File: config.mk
export PLATFORM = sky130hd
export DESIGN_NAME = dr_digit_counter_n
export DESIGN_NICKNAME = d
export VERILOG_FILES = /design/src/rtl/dr_pkg.sv /design/src/rtl/dr_count_digit.sv /design/src/rtl/dr_digit_counter_n.sv
export SDC_FILE = /design/constraint.sdc
export NUM_CORES = 1
export LEC_CHECK = 0
export CORE_AREA = 2 2 132 134
export DETAILED_ROUTE_END_ITERATION = 8
export DIE_AREA = 0 0 134 136
export GPL_TIMING_DRIVEN = 0
export PLACE_DENSITY = 0.8
export SYNTH_ARGS = -nofsm -noshare
export SYNTH_HDL_FRONTEND = slang
export SYNTH_SLANG_ARGS = --single-unit
export TNS_END_PERCENT = 10
File: constraint.sdc
create_clock -name clk -period 1.2 [get_ports clk]
set_input_delay 0.12 -clock clk [delete_from_list [all_inputs] [get_ports clk]]
set_output_delay 0.12 -clock clk [all_outputs]
set_load 0.03 [all_outputs]
File: src/rtl/dr_pkg.sv
// Dual-rail encoding constants and helpers shared by the NCL sandbox blocks.
// NULL=00, DATA0=01 (false rail), DATA1=10 (true rail); 11 is never produced.
package dr_pkg;

    localparam logic [1:0] DR_NULL  = 2'b00;
    localparam logic [1:0] DR_DATA0 = 2'b01;
    localparam logic [1:0] DR_DATA1 = 2'b10;

    function automatic logic [1:0] drEncode(input logic b);
        return b ? DR_DATA1 : DR_DATA0;
    endfunction

    function automatic logic drDecode(input logic [1:0] r);
        return r[1];
    endfunction

    function automatic logic drIsData(input logic [1:0] r);
        return r[1] | r[0];
    endfunction

endpackage

File: src/rtl/dr_count_digit.sv
// One binary digit of the dual-rail counter: absorbs a DATA carry/borrow,
// emits the new digit and the carry/borrow for the next stage one clock later.
module dr_count_digit
    import dr_pkg::*;
#(
    parameter logic INIT_BIT = 1'b0
) (
    input  logic       clk_i,
    input  logic       init_i,
    input  logic       hold_i,
    input  logic [1:0] carry_i,
    input  logic       tag_i,
    output logic [1:0] sum_o,
    output logic [1:0] carry_o,
    output logic       tag_o,
    output logic       value_o
);

    logic       v_q, v_d;
    logic [1:0] sum_q, sum_d;
    logic [1:0] carry_q, carry_d;
    logic       tag_q, tag_d;
    logic       cBit;

    // tag_i selects up (carry = v&c) or down (borrow = ~v&c) for this wavefront
    always_comb begin
        v_d     = v_q;
        sum_d   = sum_q;
        carry_d = carry_q;
        tag_d   = tag_q;
        cBit    = drDecode(carry_i);
        if (!hold_i) begin
            tag_d = tag_i;
            if (drIsData(carry_i)) begin
                v_d     = v_q ^ cBit;
                sum_d   = drEncode(v_q ^ cBit);
                carry_d = drEncode(tag_i ? (~v_q & cBit) : (v_q & cBit));
            end else begin
                sum_d   = DR_NULL;
                carry_d = DR_NULL;
            end
        end
    end

    always_ff @(posedge clk_i) begin
        if (init_i) begin
            v_q     <= INIT_BIT;
            sum_q   <= DR_NULL;
            carry_q <= DR_NULL;
            tag_q   <= 1'b0;
        end else begin
            v_q     <= v_d;
            sum_q   <= sum_d;
            carry_q <= carry_d;
            tag_q   <= tag_d;
        end
    end

    assign sum_o   = sum_q;
    assign carry_o = carry_q;
    assign tag_o   = tag_q;
    assign value_o = v_q;

endmodule

File: src/rtl/dr_digit_counter_n.sv
// Parametrised dual-rail up/down counter: an injector alternating DATA/NULL
// wavefronts into a chain of digit stages, plus a wavefront-completion pulse.
module dr_digit_counter_n
    import dr_pkg::*;
#(
    parameter int               WIDTH      = 32,
    parameter logic [WIDTH-1:0] INIT_VALUE = '0
) (
    input  logic               clk,
    input  logic               init,
    input  logic               en,
    input  logic               dn,
    input  logic               hold,
    output logic [2*WIDTH-1:0] sum,
    output logic [WIDTH-1:0]   sum_comp,
    output logic [1:0]         cout,
    output logic               wave_done,
    output logic [WIDTH-1:0]   value
);

    logic                 phase_q, phase_d;
    logic                 waveDone_q, waveDone_d;
    logic [WIDTH:0][1:0]  carryChain;
    logic [WIDTH:0]       tagChain;
    logic                 unusedTopTag;

    // Phase 0 injects the en-selected DATA carry, phase 1 injects NULL
    always_comb begin
        phase_d    = phase_q;
        waveDone_d = waveDone_q;
        if (!hold) begin
            phase_d    = ~phase_q;
            waveDone_d = drIsData(carryChain[WIDTH]);
        end
    end

    always_ff @(posedge clk) begin
        if (init) begin
            phase_q    <= 1'b0;
            waveDone_q <= 1'b0;
        end else begin
            phase_q    <= phase_d;
            waveDone_q <= waveDone_d;
        end
    end

    assign carryChain[0] = phase_q ? DR_NULL : drEncode(en);
    assign tagChain[0]   = dn;

    for (genvar i = 0; i < WIDTH; i++) begin : gDigit
        dr_count_digit #(
            .INIT_BIT (INIT_VALUE[i])
        ) uDigit (
            .clk_i    (clk),
            .init_i   (init),
            .hold_i   (hold),
            .carry_i  (carryChain[i]),
            .tag_i    (tagChain[i]),
            .sum_o    (sum[2*i+1 -: 2]),
            .carry_o  (carryChain[i+1]),
            .tag_o    (tagChain[i+1]),
            .value_o  (value[i])
        );
        assign sum_comp[i] = drIsData(sum[2*i+1 -: 2]);
    end

    assign unusedTopTag = tagChain[WIDTH];
    assign cout         = carryChain[WIDTH];
    assign wave_done    = waveDone_q;

endmodule

==> flow_summary_export.csv, run 1 <==
group,metric,value,unit
status,status,"finished, violations left",
status,violations,"negative setup slack",
place,gp_congestion,0.849,
global_route,grt_max_degree,17,
min_path,worstHoldPathCells,3,
min_path,min_to,"gDigit[0].uDigit.sum_o[0]",
synth,yosys_warnings,0,
power,power.total,14.6,mW
timing,fin_crit_sh,107,%
synth,syn_nets,1047,
timing,slew_viol_final,0,
synth,ys_ff_latch,193,
floorplan,io_pins,136,
synth,yosysMostFrequentCell,"dfxtp_1",
place,dp.cells,1401,
setup_path,crit_path_top_delay_cell,"dfxtp_2",
clock_tree,cts_sinks,193,
setup_path,r2r_slack,-0.02,ns
synth,syn-cell-area,9130,µm²
timing,finalCriticalPeriod,1.28,ns
final_layout,drive_gt1_share,33.2,%
floorplan,fp-row-count,48,
global_route,antenna_found_initial,0,
global_route,grt_util_all_layers,27.1,%
global_route,grt_pass1_vias,7622,
final_layout,fin_util,69.2,%
place,dpl-instance-area,10800,µm²
clock_tree,root_buffer,"clkbuf_16",
timing,rsz0062_at_grt,"true",
min_path,min_from,"init",
clock_tree,htree_levels,4,
min_path,hp-class,"in -> reg",
place,dpl.hpwl,15.8,mm
route,wl_per_cell,16.6,µm
timing,slew_headroom,38.2,%
setup_path,r2r_cells,4,
route,ant_nets,0,
timing,setup_viol,2,
setup_path,cp_cell_sequence,"or2_4 > buf_6",
synth,async_flop_share,0,%
floorplan,fp.dieH,136,µm
setup_path,cp.required,1.08,ns
setup_path,cp_slowest_stage_delay,0.35,ns
timing,hold_viol,0,
synth,synthFlopType,"dfxtp_1",
clock_tree,cts_buffers,17,
global_route,grt_pass1_wl,39.2,mm
synth,avgSynthCellArea,8.77,µm²
clock_tree,cts_tree,"done",
power,vdd_drop_max,1.21,mV
setup_path,cpLargestDelayFamily,"flip-flops",
setup_path,crit_type,"reg -> out",
route,vias,7916,
final_layout,nFillCells,1299,
route,initialDrtViolationCount,474,
synth,synth.top_cell.area_share,42.3,%
floorplan,die_x,134,µm
flow_run,maxCapViolCount,0,
floorplan,start_util,54.1,%
timing,setup_slack,-0.0823,ns
final_layout,fin_nets,1238,
setup_path,worstSetupEndpointType,"output pin",
clock_tree,clockBufferDepth,2,
floorplan,die-area,18200,µm²
final_layout,fin_area,11700,µm²
timing,fmax,780,MHz
final_layout,final_cells,1472,
timing,worst_slew_pin_slew,0.927,ns
route,postRouteWirelength,24.4,mm
setup_path,r2r_end,"gDigit[10].uDigit.carry_o[1]",
synth,ys_top_cells_by_count,"193 x dfxtp_1, 120 x nand2_1, 94 x a21oi_1, 94 x nor2b_1, 93 x inv_1",
route,vias_per_cell,5.38,
clock_tree,path_clk_slew,0.07,ns
synth,synthTopCellsByArea,"dfxtp_1 42%, a221oi_2 6.6%, nor2b_1 6.4%",
setup_path,crit_path_start_kind,"flip-flop",
synth,synth_area_leader_cell,"dfxtp_1",
global_route,grt-ovfl-total,0,
timing,fin_worst_skew,0.00947,ns
synth,synth-edff-count,0,
route,firstDrtPassIters,5,
setup_path,crit_buf_inv,1,
final_layout,syn2layout_area_growth,27.8,%
synth,synthDistinctLibCells,29,
place,port_buffers,134,
synth,seq_area_frac_synth,42.3,%
setup_path,rr_startpoint,"gDigit[10].uDigit.value_o",
route,drc,0,
setup_path,cp_data_arrival_time,1.16,ns
setup_path,critPathMaxFanout,3,
power,p_leak,4.65,nW
power,powerDensity,1250,nW/µm²
synth,syn_inst,1042,
floorplan,core_area,16900,µm²
clock_tree,clk_latency,0.44,ns
timing,hold_ws,0.0395,ns
==> cell families after synthesis <==
group                     synth area share [%]
muxes                                     3.40
DFF                                       42.3
xor gates and xnor gates                  6.33
AOI/OAI and AO/OA                         16.7
and+or+nand+nor                           20.2
buffers and inverters                     11.1
==> power breakdown <==
part           switching, mW  total (mW)  internal, mW  leakage [nW]
registers              0.131        6.70          6.57          1.61
clock network           2.49        5.88          3.39         0.297
logic                   1.32        2.03         0.707          2.74
==> through the flow <==
step / setup WS [ns] / TNS [ns]
after floorplan: 0.106 / 0
after global placement: -0.566 / -96.56
after detailed placement: -0.591 / -100.98
after CTS: -0.107 / -0.472
after global routing: -0.0934 / -0.592
final: -0.0823 / -0.0998
==> area by class of cell <==
| class | count | area, µm² | share of cell area [%] |
|---|---|---|---|
| antenna | 1 | 2.50 | 0.0214 |
| buffer | 103 | 693 | 5.94 |
| clock buffer | 23 | 508 | 4.35 |
| clock inverter | 9 | 103 | 0.879 |
| inverter | 93 | 349 | 2.99 |
| multi-input combinational | 651 | 4340 | 37.2 |
| sequential | 193 | 4000 | 34.3 |
| tap | 225 | 282 | 2.41 |
| timing repair buffer | 174 | 1390 | 11.9 |
==> timing repair <==
action                                  4_1_cts  5_1_grt
endpoints found under the setup margin      313      126
gates cloned                                  0        0
resized for setup                           659      200
setup buffers                                40        0
pin swaps                                     0       18
hold buffers                                  0        0
==> layer usage <==
layer	GRT usage, %	share of wire, %	vias up
met2	45.3	48	269
li1	-	-	3816
met1	35.7	45	3786
met3	4.21	5.0	45
met4	9.46	1.9	0
met5	0	0	-
==> sequential cells by signal (all words and copies together), names as in the netlist <==
register / cells
gDigit.uDigit.carry_o: 64
gDigit.uDigit.sum_o: 64
gDigit.uDigit.value_o: 32
gDigit.uDigit.tag_o: 31
phase_q: 1
wave_done: 1
==> worst max path at each step <==
stage                                     startpoint  cells after the start                           end  slack [ns]
after global placement                          hold                      5      gDigit[5].uDigit.value_o       -0.57
after floorplan            gDigit[21].uDigit.value_o                      4  gDigit[21].uDigit.carry_o[1]        0.11
after detailed placement                        hold                      5      gDigit[3].uDigit.value_o       -0.59
after CTS                 gDigit[22].uDigit.sum_o[0]                      3                  sum_comp[22]       -0.11
after global routing       gDigit[0].uDigit.sum_o[0]                      2                   sum_comp[0]       -0.09
final                      gDigit[0].uDigit.sum_o[0]                      2                   sum_comp[0]       -0.08
==> layout by cell type, fill, tap and decap left out, types with 2 or more instances in the layout <==
| cell type | instances |
|---|---|
| a211oi_2 | 2 |
| nor2b_1 | 92 |
| a211oi_1 | 29 |
| clkdlybuf4s50_1 | 2 |
| clkdlybuf4s18_2 | 3 |
| buf_4 | 108 |
| a221oi_2 | 41 |
| inv_2 | 19 |
| bufinv_16 | 2 |
| dfxtp_2 | 32 |
| nand2_1 | 115 |
| nor2_1 | 71 |
| dfxtp_4 | 25 |
| a221oi_1 | 21 |
| nand2b_1 | 3 |
| nor3_1 | 33 |
| buf_6 | 52 |
| inv_1 | 74 |
| a21oi_2 | 2 |
| buf_1 | 4 |
| nand3b_1 | 7 |
| nand2_2 | 5 |
| clkbuf_16 | 17 |
| clkbuf_2 | 4 |
| a21oi_1 | 92 |
| or3b_1 | 30 |
| xnor2_2 | 3 |
| o21ai_0 | 2 |
| mux2i_1 | 31 |
| xor2_1 | 3 |
| clkbuf_8 | 8 |
| dfxtp_1 | 136 |
| clkinv_2 | 4 |
| clkdlybuf4s15_2 | 12 |
| clkbuf_1 | 23 |
| nor2b_2 | 2 |
| xnor2_1 | 59 |
| clkinvlp_4 | 3 |
| buf_2 | 65 |
==> worst min-delay path: stages <==
cell and delay [ns]:
buf_2 0.13, or3_1 0.13, o22ai_1 0.06
(Power assumes the default switching activity.)
==> run 2: changes to the inputs <==
- ABC_AREA: not set -> 1
- CORE_AREA: 2 2 132 134 -> 2 2 128 130
- DIE_AREA: 0 0 134 136 -> 0 0 130 132
==> flow_summary_export.csv, run 2 <==
group,metric,value,unit
status,status,"finished, violations left",
setup_path,endpoint,"sum_comp[31]",
power,vdd_drop_max,1.03,mV
synth,ys_top_cells_by_count,"268 x nand2_1, 193 x dfxtp_1, 191 x a21oi_1, 86 x o21ai_0, 74 x inv_1",
setup_path,crit_path_top_delay_cell,"dfxtp_2",
clock_tree,clockBufferDepth,2,
power,seqPwrFrac,47.6,%
setup_path,r2r_end,"gDigit[26].uDigit.sum_o[1]",
global_route,grt-ovfl-total,0,
power,p_switching,3.76,mW
route,wl_per_cell,14.1,µm
final_layout,syn2layout_area_growth,28.6,%
setup_path,crit_buf_inv,1,
timing,slew_headroom,57.5,%
floorplan,io_pins,136,
setup_path,rr_startpoint,"gDigit[25].uDigit.carry_o[1]",
route,firstDrtPassIters,5,
final_layout,fin_area,10800,µm²
clock_tree,hold_buffers,0,
final_layout,drive_gt1_share,30.4,%
floorplan,fp.dieH,132,µm
timing,fin_worst_skew,0.00677,ns
route,vias_per_cell,5.14,
floorplan,fp-row-count,46,
synth,synthFlopType,"dfxtp_1",
timing,worst_slew_pin_slew,0.637,ns
route,vias,7641,
global_route,grt_pass1_wl,33.9,mm
synth,async_flop_share,0,%
clock_tree,path_clk_slew,0.07,ns
timing,fin_crit_sh,105,%
synth,synth-compound-area-share,16.9,%
synth,syn_inst,1087,
global_route,grt_util_all_layers,24.2,%
synth,yosys.area_share.xor_xnor,6.66,%
setup_path,cp.required,1.08,ns
power,powerDensity,1330,nW/µm²
clock_tree,clk_latency,0.44,ns
status,violations,"negative setup slack",
timing,finalCriticalPeriod,1.27,ns
synth,syn_nets,1092,
timing,slew_viol_final,0,
route,drc,0,
final_layout,antenna_cells,0,
place,gp_congestion,0.802,
clock_tree,htree_levels,4,
flow_run,maxCapViolCount,0,
route,postRouteWirelength,20.9,mm
synth,synth.top_cell.area_share,45.9,%
setup_path,critPathMaxFanout,3,
setup_path,r2r_cells,4,
synth,seq_area_frac_synth,45.9,%
global_route,grt_pass1_vias,7316,
setup_path,crit_type,"reg -> out",
synth,synthTopCellsByArea,"dfxtp_1 46%, nand2_1 12%, a21oi_1 11%",
final_layout,nFillCells,1294,
power,p_comb_share,12.4,%
setup_path,cp_cell_sequence,"or2_4 > buf_6",
final_layout,fin_nets,1263,
setup_path,cp_data_arrival_time,1.15,ns
final_layout,mostFrequentLayoutCells,"268 x nand2_1, 191 x a21oi_1, 111 x dfxtp_1, 86 x o21ai_0",
synth,synth_area_leader_cell,"dfxtp_1",
global_route,antenna_found_initial,0,
setup_path,cp_slowest_stage_delay,0.33,ns
timing,setup_slack,-0.0660,ns
setup_path,cp_num_cells,2,
final_layout,fin_util,68.8,%
synth,yosysMostFrequentCell,"nand2_1",
place,port_buffers,134,
clock_tree,cts_tree,"done",
setup_path,worstSetupEndpointType,"output pin",
setup_path,cp-startpoint,"gDigit[31].uDigit.sum_o[1]",
synth,synth_top_family_by_area,"simple AND/OR/NAND/NOR gates",
floorplan,die-area,17200,µm²
floorplan,start_util,53.5,%
clock_tree,root_buffer,"clkbuf_16",
floorplan,core_area,15700,µm²
power,clkPwrFrac,40.0,%
clock_tree,cts_sinks,193,
synth,synthMuxAreaShare,0,%
synth,yosys.area_share.simple,20.4,%
clock_tree,cts_buffers,17,
final_layout,layout_commonest_cell,"nand2_1",
setup_path,crit_path_start_kind,"flip-flop",
timing,hold_viol,0,
route,ant_nets,0,
place,dpl-instance-area,10000,µm²
power,p_leak,4.60,nW
timing,setup_viol,32,
synth,synth-edff-count,0,
timing,rsz0062_at_grt,"true",
place,dpl.hpwl,13.7,mm
timing,fmax,790,MHz
synth,synthAdderAreaFrac,0,%
setup_path,cpLargestDelayFamily,"flip-flops",
power,internal-power,10.6,mW
power,switching_share,26.1,%
synth,yosys_warnings,0,
global_route,grt_max_degree,17,
setup_path,r2r_slack,0.18,ns
synth,syn-cell-area,8410,µm²
power,power.total,14.4,mW
synth,synthDistinctLibCells,23,
floorplan,die_x,130,µm
route,initialDrtViolationCount,442,
synth,ys_ff_latch,193,
place,place_ws,-0.485,ns
synth,avgSynthCellArea,7.74,µm²
min_path,hp-class,"in -> reg",
-- run 2: timing repair --
action                     CTS  global route
pin swaps                    7             8
gates resized for setup    840           108
setup endpoints to repair  148           190
setup buffers               14             4
-- run 2: stage by stage --
stage	hold slack [ns]	instances	setup TNS (ns)
floorplan	0.299	1087	0
global placement	0.451	1437	-72.75
detailed placement	0.453	1437	-75.87
CTS	0.213	1483	-2.04
global route	0.275	1487	-4.66
finish	0.222	1487	-1.74
-- run 2: worst register-to-register path, delay by kind of cell (launching register included) --
kind	cells	cell delay [ns]
AO/OA/AOI/OAI	2	0.31
AND/OR/NAND/NOR	1	0.13
buffers and inverters	1	0.10
flip-flops	1	0.36
-- run 2: area by class of cell --
cell class / instances / area (µm²) / share of cell area [%]
Buffer: 85 / 626 / 5.78
Clock buffer: 24 / 502 / 4.64
Clock inverter: 8 / 101 / 0.937
Inverter: 77 / 289 / 2.67
Multi-Input combinational cell: 732 / 3780 / 35.0
Sequential cell: 193 / 4040 / 37.4
Tap cell: 216 / 270 / 2.50
Timing Repair Buffer: 152 / 1200 / 11.1
-- run 2: how the worst min path moves through the flow --
stage	start	to	slack [ns]	cells past startpoint
global placement	gDigit[25].uDigit.carry_o[0]	gDigit[25].uDigit.carry_o[0]	0.45	2
detailed placement	gDigit[13].uDigit.carry_o[0]	gDigit[13].uDigit.carry_o[0]	0.45	2
floorplan	dn	gDigit[0].uDigit.tag_o	0.30	2
CTS	hold	gDigit[0].uDigit.carry_o[0]	0.21	5
finish	hold	gDigit[0].uDigit.carry_o[0]	0.22	5
global route	hold	gDigit[0].uDigit.sum_o[0]	0.28	5
-- run 2: cells by family (layout without fill, tap and decap cells) --
kind of cell,Yosys count,after routing
and+or+nand+nor,384,384
xor gates and xnor gates,64,64
AOI/OAI and AO/OA,284,284
buffers and inverters,162,346
DFF,193,193
-- run 2: per-layer routing --
metal  up-vias  track usage (%)  part of all wire [%]
met3        28             4.10                   5.0
met5         -                0                     0
met4         0             9.08                   1.9
met2       207             40.8                    49
li1       3821                -                     -
met1      3585             31.0                    44
-- run 2: power groups by stage --
stage	clock, mW	sequential, mW	combinational (mW)
after floorplan	0	7.11	1.09
after global placement	0	7.03	1.70
after detailed placement	0	7.04	1.73
after CTS	5.78	6.85	1.78
after global routing	6.04	6.89	1.95
final	5.77	6.85	1.79
